## src/rtl/muxencoder_rr_sched.sv

```systemverilog
// muxencoder_rr_sched: round-robin share of one fixed-latency pipeline, with tags
// that steer each pipeline output back to the requester that issued it.
module muxencoder_rr_sched #(
    parameter int NREQ         = 4,
    parameter int DW           = 8,
    parameter int LAT          = 7,
    parameter int MAX_INFLIGHT = 8
) (
    input  logic               clk,
    input  logic               rst_n,
    input  logic               cfg_enable,
    input  logic [NREQ-1:0]    req_valid,
    input  logic [NREQ*DW-1:0] req_data,
    output logic [NREQ-1:0]    req_ready,
    output logic [DW-1:0]      pipe_in_data,
    output logic               pipe_in_valid,
    input  logic [DW-1:0]      pipe_out_data,
    input  logic               pipe_out_valid,
    output logic [NREQ-1:0]    rsp_valid,
    output logic [DW-1:0]      rsp_data,
    output logic               idle,
    output logic               busy,
    output logic               err_orphan
);
    localparam int PW = NREQ > 1 ? $clog2(NREQ) : 1;
    localparam int CW = $clog2(MAX_INFLIGHT + 1);
    localparam int BW = $clog2(LAT + 1);

    typedef enum logic [1:0] {IDLE, RUN, DRAIN} state_t;

    state_t        state;
    logic [PW-1:0] rr_ptr;
    logic [PW-1:0] win;
    logic [PW-1:0] idx;
    logic [CW-1:0] inflight;
    logic [CW-1:0] inflight_nxt;
    logic [BW-1:0] blank_cnt;
    logic [LAT:0]  tag_v;
    logic [PW-1:0] tag_id [LAT+1];
    logic          accept;
    logic          matched;
    logic          orphan;

    // Scan downward so the lowest offset from rr_ptr is the last (winning) assignment.
    always_comb begin
        win = rr_ptr;
        idx = '0;
        for (int j = NREQ - 1; j >= 0; j--) begin
            idx = PW'((int'(rr_ptr) + j) % NREQ);
            if (req_valid[idx]) win = idx;
        end
    end

    assign accept       = state == RUN && cfg_enable && inflight < CW'(MAX_INFLIGHT) && |req_valid;
    assign req_ready    = accept ? NREQ'(1) << win : '0;
    // Stage 0 travels with pipe_in, so stage LAT lines up with pipe_out.
    assign matched      = pipe_out_valid && blank_cnt == '0 && tag_v[LAT];
    assign orphan       = pipe_out_valid && blank_cnt == '0 && !tag_v[LAT];
    assign rsp_valid    = matched ? NREQ'(1) << tag_id[LAT] : '0;
    assign rsp_data     = pipe_out_data;
    assign inflight_nxt = inflight + CW'(accept) - CW'(matched);
    assign idle         = state == IDLE;
    assign busy         = inflight != '0;

    always_ff @(posedge clk or negedge rst_n) begin
        if (!rst_n) begin
            state         <= IDLE;
            rr_ptr        <= '0;
            inflight      <= '0;
            blank_cnt     <= BW'(LAT);
            pipe_in_valid <= 1'b0;
            pipe_in_data  <= '0;
            err_orphan    <= 1'b0;
            tag_v         <= '0;
            for (int i = 0; i <= LAT; i++) tag_id[i] <= '0;
        end else begin
            rr_ptr        <= accept ? PW'((int'(win) + 1) % NREQ) : rr_ptr;
            inflight      <= inflight_nxt;
            blank_cnt     <= blank_cnt - BW'(blank_cnt != '0);
            pipe_in_valid <= accept;
            pipe_in_data  <= accept ? req_data[win*DW +: DW] : '0;
            err_orphan    <= err_orphan | orphan;
            tag_v         <= {tag_v[LAT-1:0], accept};
            tag_id[0]     <= win;
            for (int i = 1; i <= LAT; i++) tag_id[i] <= tag_id[i-1];
            unique case (state)
                IDLE:    state <= cfg_enable ? RUN : IDLE;
                RUN:     state <= cfg_enable ? RUN : DRAIN;
                DRAIN:   state <= cfg_enable ? RUN : (inflight_nxt == '0 ? IDLE : DRAIN);
                default: state <= IDLE;
            endcase
        end
    end
endmodule

```

## config.mk

```make
export PLATFORM = sky130hd
export DESIGN_NAME = muxencoder_rr_sched
export DESIGN_NICKNAME = d
export VERILOG_FILES = /design/src/rtl/muxencoder_rr_sched.sv
export SDC_FILE = /design/constraint.sdc
export NUM_CORES = 1
export LEC_CHECK = 0
export ABC_CLOCK_PERIOD_IN_PS = 2800
export BUFFER_PORTS_ARGS = -buffer_cell sky130_fd_sc_hd__clkbuf_2
export CAP_MARGIN = 20
export CORE_UTILIZATION = 30
export DETAILED_ROUTE_END_ITERATION = 8
export PLACE_DENSITY = 0.5
export REMOVE_ABC_BUFFERS = 1
export SYNTH_ARGS = -nofsm -noshare
export SYNTH_HDL_FRONTEND = slang
export SYNTH_SLANG_ARGS = --single-unit
```

## constraint.sdc

```tcl
create_clock -name clk -period 2.8 [get_ports clk]
set_clock_uncertainty 0.1 [all_clocks]
set_input_delay 0.56 -clock clk [delete_from_list [all_inputs] [get_ports clk]]
set_output_delay 0.56 -clock clk [all_outputs]
set_load 0.05 [all_outputs]
```

==> results.md <==
* Worst-path clk slew at about 0.080 ns
* Reg2reg end: state[1]
* Finish-stage setup viols at 0
* Vias per Instance at 4.25
* Multi-input gate area at 726 um^2
* Met1 WL at 1.49 mm
* I/O pin count at between 70 and 80
* Post-Syn Area at around 2000 um^2
* Row cnt at 29
* CTS Hold Bufs at 0
* GR Util All Layers at 10.5%
* Total global routing overflow at 0
* Layout cells sized above 1 at 39.4%
* Worst Setup SP: rr_ptr[1]
* Area grow syn2layout at 21.5%
* YS warnings at 0
* Crit path DAT at 2.04 ns
* RSZ-0062 raised after global routing: false
* HPWL after DPL at roughly 2.5 mm
* Register area share after synthesis at 55.4%
* Max-cap violation count at 0
* Peak supply drop at 0.177 mV
* Post-synthesis compound-gate area fraction at 9.28%
* Largest family of logic cells by synthesized area: compound AO/OA/AOI/OAI gates
* Fin nets at 277
* CTS Root Cell: clkbuf_8
* Initial DRC count at 51
* Clock Tree Buf Depth at 2
* Leakage at 1.30 nW
* Critical Path End Type: primary output
* Yosys top cell by area: dfrtp_1
* Worst slew pin tran at between 0.4 and 0.5 ns
* Clock tree sinks at 44
* Hold WC Path Type: in2async
* Initial Utilization at 31.2%
* Largest net degree at the start of global routing at 26
* Mean Syn Cell Area at 12.6 um^2
* Synth async-reset ratio at 100%
* WL per Instance at 11.1 um
* Routed wl met2 at around 1.4 mm
* Met3 WL post-DR at 374 um
* Setup TNS at 0 ns
* Worst setup path class: reg2out
* First-pass GRT wire length at 5.71 mm
* Drt total wl at 3.28 mm
* Gpl congestion at 0.741
* DP Cell Count at 286
* Antenna diodes at 0
* Critical Path Sink: req_ready[2]
* CP max FO at 6
* Hold Fails Final Rpt at 0
* Final period util at 96.3%
* CP startpoint kind: flop
* Total power at 1.13 mW
* Xor/xnor share of the synthesized area at ~1.3%
* Commonest cells post-synth: dfrtp_1, inv_1, mux2i_1
* Pwr Density at 467 nW/um^2
* Final cell count without fillers at 295
* Core area at 6390 um^2
* First-pass detailed-route iteration total at 4
* Top FF cell, synth: dfrtp_1
* Rel. slew slack at 66.8%
* Die Span Y at 83.5 um
* Count leader, synth: dfrtp_1
* ANT nets after route at 0
* Mux cell area share after synthesis at 8.59%
* Synth Area in Simple Gates at ~8.3%
* Synth area leaders: dfrtp_1, mux2i_1, ha_1
* Mapped Cells at 158
* Worst EP required at about 2.1 ns
* Die ar. at between 6000 and 7000 um^2
* DR top layer: met4
* Synth unique cells at 34
* CTS tree: yes
* Number of synthesized flops with an enable pin at 0
* RR Startpoint: state[1]
* Tmin final at 2.70 ns
* Die Wd at 83.5 um
* FF-to-FF setup slack at about 0.25 ns
* # fillers at 637
* Vias in the first global route at approximately 1300
* Status: finished clean
* Number of remaining DRC errors at 0
* Reg2reg path depth at 12
* FF/Latch Area at 1110 um^2
* Initial antenna violation count at 0
* Hold slack at around 0.12 ns
* TritonCTS buffer count at 5
* Max Fclk at 371 MHz
* Share of Yosys cell area claimed by the top area cell type at 51.4%
* Skew-Pair Late Insertion Delay at a little under 0.3 ns
* CTS H-tree lvls at 2
* Pins Over Slew Limit at 0
* Synth Register Bits at 44
* Total number of vias at around 1300
* Post-Synth Adder-Cell Area at under 10%
* Port buffer count at 59
==> sequential cells by signal, summed over array words and instances, names as in the netlist <==
signal and flops:
blank_cnt 3, tag_id 16, tag_v 8, err_orphan 1, rr_ptr 2, inflight 4
state 2, pipe_in_data 8
==> worst max-delay path, stage by stage (launching register included) <==
cell and delay (ns):
dfrtp_2 0.45, nor3b_1 0.15, a2111o_1 0.41, o21ai_4 0.12
inv_2 0.08, ha_1 0.20, and2_1 0.13, clkbuf_4 0.21
==> per-layer routing <==
layer | vias to the layer above | global-route usage [%]
li1 | 633 | -
met1 | 550 | 12.9
met2 | 68 | 15.1
met3 | 4 | 5.74
met4 | 0 | 4.62
met5 | - | 0
==> report_power, final <==
part / switching (mW) / leakage, nW / total [mW] / internal, mW
combinational: 0.0554 / 0.692 / 0.102 / 0.0465
clock: 0.196 / 0.0422 / 0.371 / 0.175
sequential: 0.00657 / 0.567 / 0.658 / 0.651
==> worst min path at each step <==
stage,start,to,slack (ns),depth (start not counted)
global route,rst_n,inflight[2],0.16,1
detailed placement,tag_id[3],tag_id[1],0.23,0
CTS,rst_n,inflight[2],0.13,1
floorplan,rst_n,err_orphan,0.16,0
global placement,tag_v[6],tag_v[7],0.23,0
finish,rst_n,inflight[2],0.12,1
==> kinds of logic (layout without fill, tap and decap cells) <==
kind of cell	after synthesis	in the layout
DFF	44	44
buffers and inverters	32	92
and+or+nand+nor	30	30
AOI/OAI and AO/OA	20	20
muxes	17	17
adders and majority gates	12	12
xor gates and xnor gates	3	3
==> cell type report <==
type / instances / area share (%)
Clock buffer: 7 / 3.15
Tap cell: 77 / 3.98
Sequential cell: 44 / 45.7
Multi-Input combinational cell: 82 / 30.0
Clock inverter: 1 / 0.207
Timing Repair Buffer: 64 / 13.9
Inverter: 20 / 3.10
==> cell usage in the layout, fill, tap and decap left out, drive strengths merged, types with 2 or more instances in the layout <==
cell type / count
nand2b: 2
nor2: 6
and2: 4
buf: 5
nand2: 4
dfstp: 3
ha: 11
inv: 20
nor3: 2
nor2b: 3
nor3b: 2
clkbuf: 66
a21oi: 5
dfrtp: 41
o22ai: 8
xor2: 2
nand3: 4
a21o: 2
mux2i: 16
==> repair_timing <==
item / 4_1_cts / 5_1_grt
setup endpoints to repair: 2 / 2
gates resized for setup: 4 / 1
cloned: 0 / 0
buffers inserted: 0 / 1
==> per-stage QoR <==
step                setup slack (ns)  instance area [um^2]  utilization [%]
floorplan                     -0.711                  1890                -
CTS                           0.0427                  2410             37.7
global route                 0.00765                  2420             37.9
detailed placement            0.0860                  2320             36.3
finish                         0.105                  2420             37.9
global placement               0.122                  2320             36.3
No activity file was read; power rests on OpenSTA's default activity.
